**src/rtl/serial_staticisor.sv**
```systemverilog
// Serial instruction staticisor: assembles an LSB-first word during the scan phase
// and transfers its line-address and function fields into held outputs at the action phase.
module serial_staticisor #(
    parameter int WORD_WIDTH = 32,
    parameter int ADDR_WIDTH = 5,
    parameter int ADDR_LSB   = 0,
    parameter int FUNC_WIDTH = 3,
    parameter int FUNC_LSB   = 13
) (
    input  logic                  w_CLK,
    input  logic                  w_RSTn,
    input  logic                  ready,
    input  logic                  w_HA,
    input  logic                  w_BIT,
    input  logic                  w_BIT_VALID,
    input  logic                  w_WORD_START,
    input  logic                  w_MAN,
    input  logic [ADDR_WIDTH-1:0] b_MAN_ADDR,
    input  logic [FUNC_WIDTH-1:0] b_MAN_FUNC,
    output logic [ADDR_WIDTH-1:0] b_ADDR_OUT,
    output logic [FUNC_WIDTH-1:0] b_FUNC_OUT,
    output logic                  w_STAT_VALID,
    output logic                  w_SHORT
);

    localparam int CW   = $clog2(WORD_WIDTH + 1);
    localparam int IDXW = (WORD_WIDTH > 2) ? $clog2(WORD_WIDTH) : 1;

    typedef enum logic [1:0] {IDLE, SHIFT, FULL, HOLD} state_e;

    state_e                  state_q;
    logic [CW-1:0]           count_q, count_d;
    logic [WORD_WIDTH-1:0]   word_q, word_d;
    logic [WORD_WIDTH-1:0]   first_word;
    logic [ADDR_WIDTH-1:0]   addr_q;
    logic [FUNC_WIDTH-1:0]   func_q;
    logic                    valid_q;
    logic                    short_q;

    // NOTE: every signal written in always_comb gets a default first, so no latch is inferred.
    always_comb begin
        word_d                   = word_q;
        word_d[count_q[IDXW-1:0]] = w_BIT;
        count_d                  = count_q + 1'b1;
        first_word               = '0;
        first_word[0]            = w_BIT;
    end

    // NOTE: sequential state uses non-blocking assignments only; the shift register is
    // reset too, since the reset state defines it as zero.
    always_ff @(posedge w_CLK) begin
        if (!w_RSTn) begin
            state_q <= IDLE;
            count_q <= '0;
            word_q  <= '0;
            addr_q  <= '0;
            func_q  <= '0;
            valid_q <= 1'b0;
            short_q <= 1'b0;
        end else begin
            // The short pulse self-clears even while ready is low.
            short_q <= 1'b0;
            if (ready) begin
                unique case (state_q)
                    HOLD: begin
                        if (!w_HA) begin
                            state_q <= IDLE;
                            count_q <= '0;
                        end
                    end
                    default: begin
                        if (w_HA) begin
                            state_q <= HOLD;
                            count_q <= '0;
                            word_q  <= '0;
                            if (w_MAN) begin
                                addr_q  <= b_MAN_ADDR;
                                func_q  <= b_MAN_FUNC;
                                valid_q <= 1'b1;
                            end else if (state_q == FULL) begin
                                addr_q  <= word_q[ADDR_LSB +: ADDR_WIDTH];
                                func_q  <= word_q[FUNC_LSB +: FUNC_WIDTH];
                                valid_q <= 1'b1;
                            end else begin
                                valid_q <= 1'b0;
                                short_q <= 1'b1;
                            end
                        end else if (w_BIT_VALID) begin
                            if (w_WORD_START) begin
                                word_q  <= first_word;
                                count_q <= CW'(1);
                                state_q <= SHIFT;
                            end else if (state_q == SHIFT) begin
                                word_q  <= word_d;
                                count_q <= count_d;
                                if (count_d == CW'(WORD_WIDTH)) begin
                                    state_q <= FULL;
                                end
                            end
                        end
                    end
                endcase
            end
        end
    end

    assign b_ADDR_OUT   = addr_q;
    assign b_FUNC_OUT   = func_q;
    assign w_STAT_VALID = valid_q;
    assign w_SHORT      = short_q;

endmodule

```
**config.mk**
```make
export PLATFORM = sky130hd
export DESIGN_NAME = serial_staticisor
export DESIGN_NICKNAME = d
export VERILOG_FILES = /design/src/rtl/serial_staticisor.sv
export SDC_FILE = /design/constraint.sdc
export NUM_CORES = 1
export LEC_CHECK = 0
export ABC_AREA = 0
export CAP_MARGIN = 40
export CORE_MARGIN = 5
export CORE_UTILIZATION = 52
export CTS_CLUSTER_DIAMETER = 50
export DETAILED_ROUTE_END_ITERATION = 7
export HOLD_SLACK_MARGIN = 0.02
export PLACE_DENSITY = 0.81
export REMOVE_ABC_BUFFERS = 1
export SYNTH_ARGS = -nofsm -noshare
export SYNTH_HDL_FRONTEND = slang
export SYNTH_SLANG_ARGS = --single-unit
```
**constraint.sdc**
```tcl
create_clock -name w_CLK -period 2.1 [get_ports w_CLK]
set_input_delay 0.63 -clock w_CLK [delete_from_list [all_inputs] [get_ports w_CLK]]
set_output_delay 0.63 -clock w_CLK [all_outputs]
set_load 0.01 [all_outputs]
```
* After elaboration in Yosys (flattened, before gate mapping)
Cells that the tools add are included.
** Storage, ports and cells
- Input port bits :: 16
- Flip-flop bits (word level) :: 50
- Output and inout bits :: 10
- Word-level logic and storage cells :: 59
** Cells by class
- $lt $le $gt $ge :: 2
- Add/sub/neg operators :: 1
- Multiplexer cells :: 27
- Bitwise operators :: 4
- Reduce and logical (&&, ||, !) cells :: 13
- Eq/ne operators :: 5
** Operator list (number)
- $mux W32 :: 4
- $mux W6 :: 6
- $bwmux W32 :: 1
- $mux W2 :: 7
- $reduce_and A4 Y1 :: 3
- $mux W5 :: 2
- $reduce_bool A4 Y1 :: 2
- $add A6 B1 Y6 const B :: 1
- $eq A6 B6 Y1 const B :: 1
- $lt A5 B6 Y1 const B :: 1
- $mux W3 :: 2
- $reduce_bool A3 Y1 :: 2
- $demux W1 S5 :: 1
- $ge A5 B1 Y1 const B :: 1
- $reduce_and A5 Y1 :: 1
- $reduce_or A5 Y1 :: 1
- $eq A2 B2 Y1 const B :: 2
- $mux W1 :: 4
- $not A1 Y1 :: 4
- $reduce_bool A2 Y1 :: 2
- $reduce_and A3 Y1 :: 1
- $eq A2 B1 Y1 const B :: 1
- $ne A2 B2 Y1 const B :: 1
- $logic_and A1 B1 Y1 :: 1

* Logic depth before layout (Yosys ltp)
Gate-level depths: netlist of run 1.
- Depth in word-level cells :: 9
- Depth in mapped cells :: 6
- Gate-level depth less buffers :: 6

* Worst setup path before layout of run 1
OpenSTA, ideal clock, no wires.
- Path kind :: in2reg
- From :: input port w_HA
- To :: register count_q[3]
- Slack :: 0.381 ns
- Setup time :: 0.058 ns
- Data required time :: 2.042 ns
- Arrival time :: 1.661 ns
- Cell stages on the path :: 6
- Buffers on the path :: 2
- Cells stage by stage :: buf_6 -> or2_1 -> buf_4 -> or2_1 -> nor3_1 -> o21a_1
** Between the ends
- Cells in the longest elaborated chain, start to end :: 2
- Elaborated cells between the ends (all ways) :: 6
- Those cells by class :: 1 x eq/ne; 2 x mux; 3 x reduce/logical
** Ends and longest elaborated chain
- start: declaration :: RTL line 13 : input logic w_HA,
- $ne A2 B2 Y1 (no source line) (tied with other cells)
- $reduce_and A4 Y1 (no source line) / $mux W6 (equally long branches)
- end signal: assignment :: RTL line 95 : count_q <= count_d;
- end: declaration :: RTL line 32 : logic [CW-1:0] count_q, count_d;
Parallel ways exist; a longest one is shown, timed or not.
A chain may end at the register's enable or synchronous reset.

* Worst setup path in the final report of run 1
- From :: register func_q[1] (netlist: b_FUNC_OUT[1])
- To :: output port b_FUNC_OUT[1]
** RTL lines
- start: declaration :: RTL line 36 : logic [FUNC_WIDTH-1:0] func_q;
- start signal: assignment :: RTL line 78 : func_q <= b_MAN_FUNC;
- start signal: assignment :: RTL line 82 : func_q <= word_q[FUNC_LSB +: FUNC_WIDTH];
- end: declaration :: RTL line 21 : output logic [FUNC_WIDTH-1:0] b_FUNC_OUT,
No word-level cell between the ends.

==> impl_metrics.ini, run 1 <==
[clocking]
numCtsBuffers = 3
clkTransAtPathRegs_ns = 0.15
cts_root_buf = clkbuf_4
ctsHoldBuffers = 0
cts_setup_buffers = 0
cts-resized-gates = 0
clk-insertion-delay-late_ns = 0.33
clock_path_buffers = 2
cts_sinks = 26
htreeDepth = 1
cts_tree = done

[place]
hpwl_mm = 2.58
io_buffer_count = 25
place_ws_ns = -0.104
gp_congestion = 0.951

[synthesis]
netlist_area_mm2 = 0.00149
ys_top_cells_by_area = dfxtp_1 (35%), o211a_1 (6.7%), mux2i_1 (5.4%), nand2_1 (4.8%), nand3_1 (4.0%)
synth.most_common_cell = dfxtp_1
synth_area_per_cell_um2 = 8.80
yosysTopAreaCell = dfxtp_1
ys.flop_type = dfxtp_1
yosysSeqAreaShare_pct = 35.0
ys_async_sr_fraction_pct = 0
synth_top_cells_by_count = dfxtp_1 (26), nand2_1 (19), nand3_1 (12)
synth_top_cell_area_share_pct = 35.0
synth_seq_cells = 26
yosysUniqueCellTypes = 41
syn_inst = 169
yosys_warnings = 0
synth-edff-count = 0

[setup_path]
cp.required_ns = 1.47
worstPathMaxFanout = 2
arrival_ns = 1.24
slowest_delay_ns = 0.54
endpoint = b_FUNC_OUT[1]
cp_num_cells = 1
crit-reg2reg-launch = count_q[0]
worstSetupStartpoint = b_FUNC_OUT[1]
crit_chain = clkdlybuf4s50_1
r2r_slack_ns = 0.46
reg2reg_to = word_q[15]
start_kind = register
cp_top_family = buffers and inverters
worst-setup-path-type = register to output pin
rr_worst_depth = 5
crit_buf_inv = 1
critPathSlowestCell = clkdlybuf4s50_1
end_kind = output pin

[timing]
worst_slack_ns = 0.233
relSlewSlack_pct = 71.3
hold_violations = 0
final_max_slew_viol_count = 0
rsz0062_at_grt = no
post-route-min-period_ns = 1.87
fin_skew_ns = 0.0121
setup_viol = 0
worstMarginPinSlew_ns = 0.430
max_freq_mhz = 536
post-route-period-util_pct = 88.9

[route]
vias = 1393
wl_per_cell_um = 14.9
firstDrtPassIters = 4
drtIter0Drc = 58
wl_mm = 3.43
via_per_inst = 6.06
ant_nets = 0
remaining_drc_errors = 0

[layout]
multiInputGateArea_um2 = 877
layout.nets = 220
n_fill_cell = 227
drive_gt1_share_pct = 13.6
ff_latch_area_um2 = 520
diodes = 0
area_growth_pct = 25.6

[power]
p_leak_uw = 0.000799
power_density_mw_per_mm2 = 581
p_total_uw = 1090
ir_drop_uv = 463

[floorplan]
fp.dieArea_mm2 = 0.00403
pin_count = 26
die_w_um = 63.5
start_util_pct = 53.9
rows = 19
die_h_um = 63.5
core_mm2 = 0.00276

[grt]
overflow = 0
grt_max_degree = 18
antenna_found_initial = 0
grt_usage_pct = 17.4
grt_pass1_vias = 1291
grt_pass1_wl_mm = 5.87

[job]
maxCapViolCount = 0

[min_path]
hp-class = register to register

[outcome]
status = finished, final reports clean
==> layout by cell type, fill, tap and decap left out, types with 3 or more instances in the layout <==
cell type / n
nand2_1: 19
ha_1: 4
clkbuf_4: 3
o21ai_0: 8
nand3_1: 12
o21a_1: 5
nand2b_1: 5
a21oi_1: 5
clkdlybuf4s50_1: 25
buf_4: 13
inv_1: 3
dfxtp_1: 26
o211a_1: 10
mux2i_1: 8
nor2_1: 11
o2bb2ai_1: 3
a21boi_0: 7
==> final cells by class <==
class | count | share of cell area (%)
multi-input cells | 127 | 47.0
clock inverters | 1 | 1.61
flip-flops and latches | 26 | 27.9
inverters | 3 | 0.603
repair buffers | 39 | 19.7
clock buffers | 3 | 1.21
well taps | 31 | 2.08
==> cells by family after synthesis <==
family / count (synthesis) / synth area share [%]
and+or+nand+nor: 64 / 23.5
AOI/OAI and AO/OA: 51 / 26.7
DFF: 26 / 35.0
buffers and inverters: 16 / 6.06
muxes: 8 / 5.38
adders and majority gates: 4 / 3.36
==> state kept, by name, indices dropped and copies added, names as in the netlist <==
name          flops
b_FUNC_OUT        3
w_SHORT           1
state_q           2
word_q            8
b_ADDR_OUT        5
w_STAT_VALID      1
count_q           6
==> layer usage <==
metal | share of wire [%] | track usage (%) | vias to the layer above
li1 | - | - | 683
met5 | 0 | 0 | -
met1 | 42 | 21.3 | 655
met2 | 50 | 29.7 | 51
met4 | 0.99 | 6.49 | 0
met3 | 6.7 | 3.20 | 4
==> power breakdown <==
part / internal, uW / switching (uW) / total [uW] / leakage [uW]
combinational: 112 / 93.2 / 205 / 0.000560
clock: 193 / 151 / 344 / 0.0000279
sequential: 514 / 23.4 / 537 / 0.000211
total: 819 / 267 / 1090 / 0.000799
==> worst reg2reg max path: stages, from the launching register on <==
cell,delay [ns]
dfxtp_1,0.51
ha_1,0.34
nand3_1,0.22
o21a_1,0.25
o21ai_0,0.13
a21boi_0,0.09
==> through the flow <==
stage / std cells / hold WS (ns) / setup TNS (ns) / utilization [%] / area [um^2]
after floorplan: 156 / 0.429 / 0 / - / 1410
after global placement: 226 / 0.444 / -0.0207 / 65.8 / 1820
after detailed placement: 226 / 0.456 / -0.355 / 65.8 / 1820
after global routing: 230 / 0.506 / 0 / 67.7 / 1870
final: 230 / 0.472 / 0 / 67.7 / 1870
after CTS: 230 / 0.476 / 0 / 67.7 / 1870
==> worst min-delay path by stage <==
| stage | startpoint | slack [ns] | end | cells past startpoint |
|---|---|---|---|---|
| after floorplan | word_q[3] | 0.43 | word_q[3] | 2 |
| after global placement | word_q[3] | 0.44 | word_q[3] | 2 |
| after detailed placement | word_q[2] | 0.46 | word_q[2] | 2 |
| after CTS | word_q[2] | 0.48 | word_q[2] | 2 |
| after global routing | word_q[3] | 0.51 | word_q[3] | 2 |
| final | word_q[2] | 0.47 | word_q[2] | 2 |
No activity file was read; power rests on OpenSTA's default activity.
==> run 2: changes to the inputs <==
SLEW_MARGIN = 20   (was unset)
TNS_END_PERCENT = 100   (was unset)
==> results of run 2 <==
Final layout, timing and power as in run 1 (identical DEF).
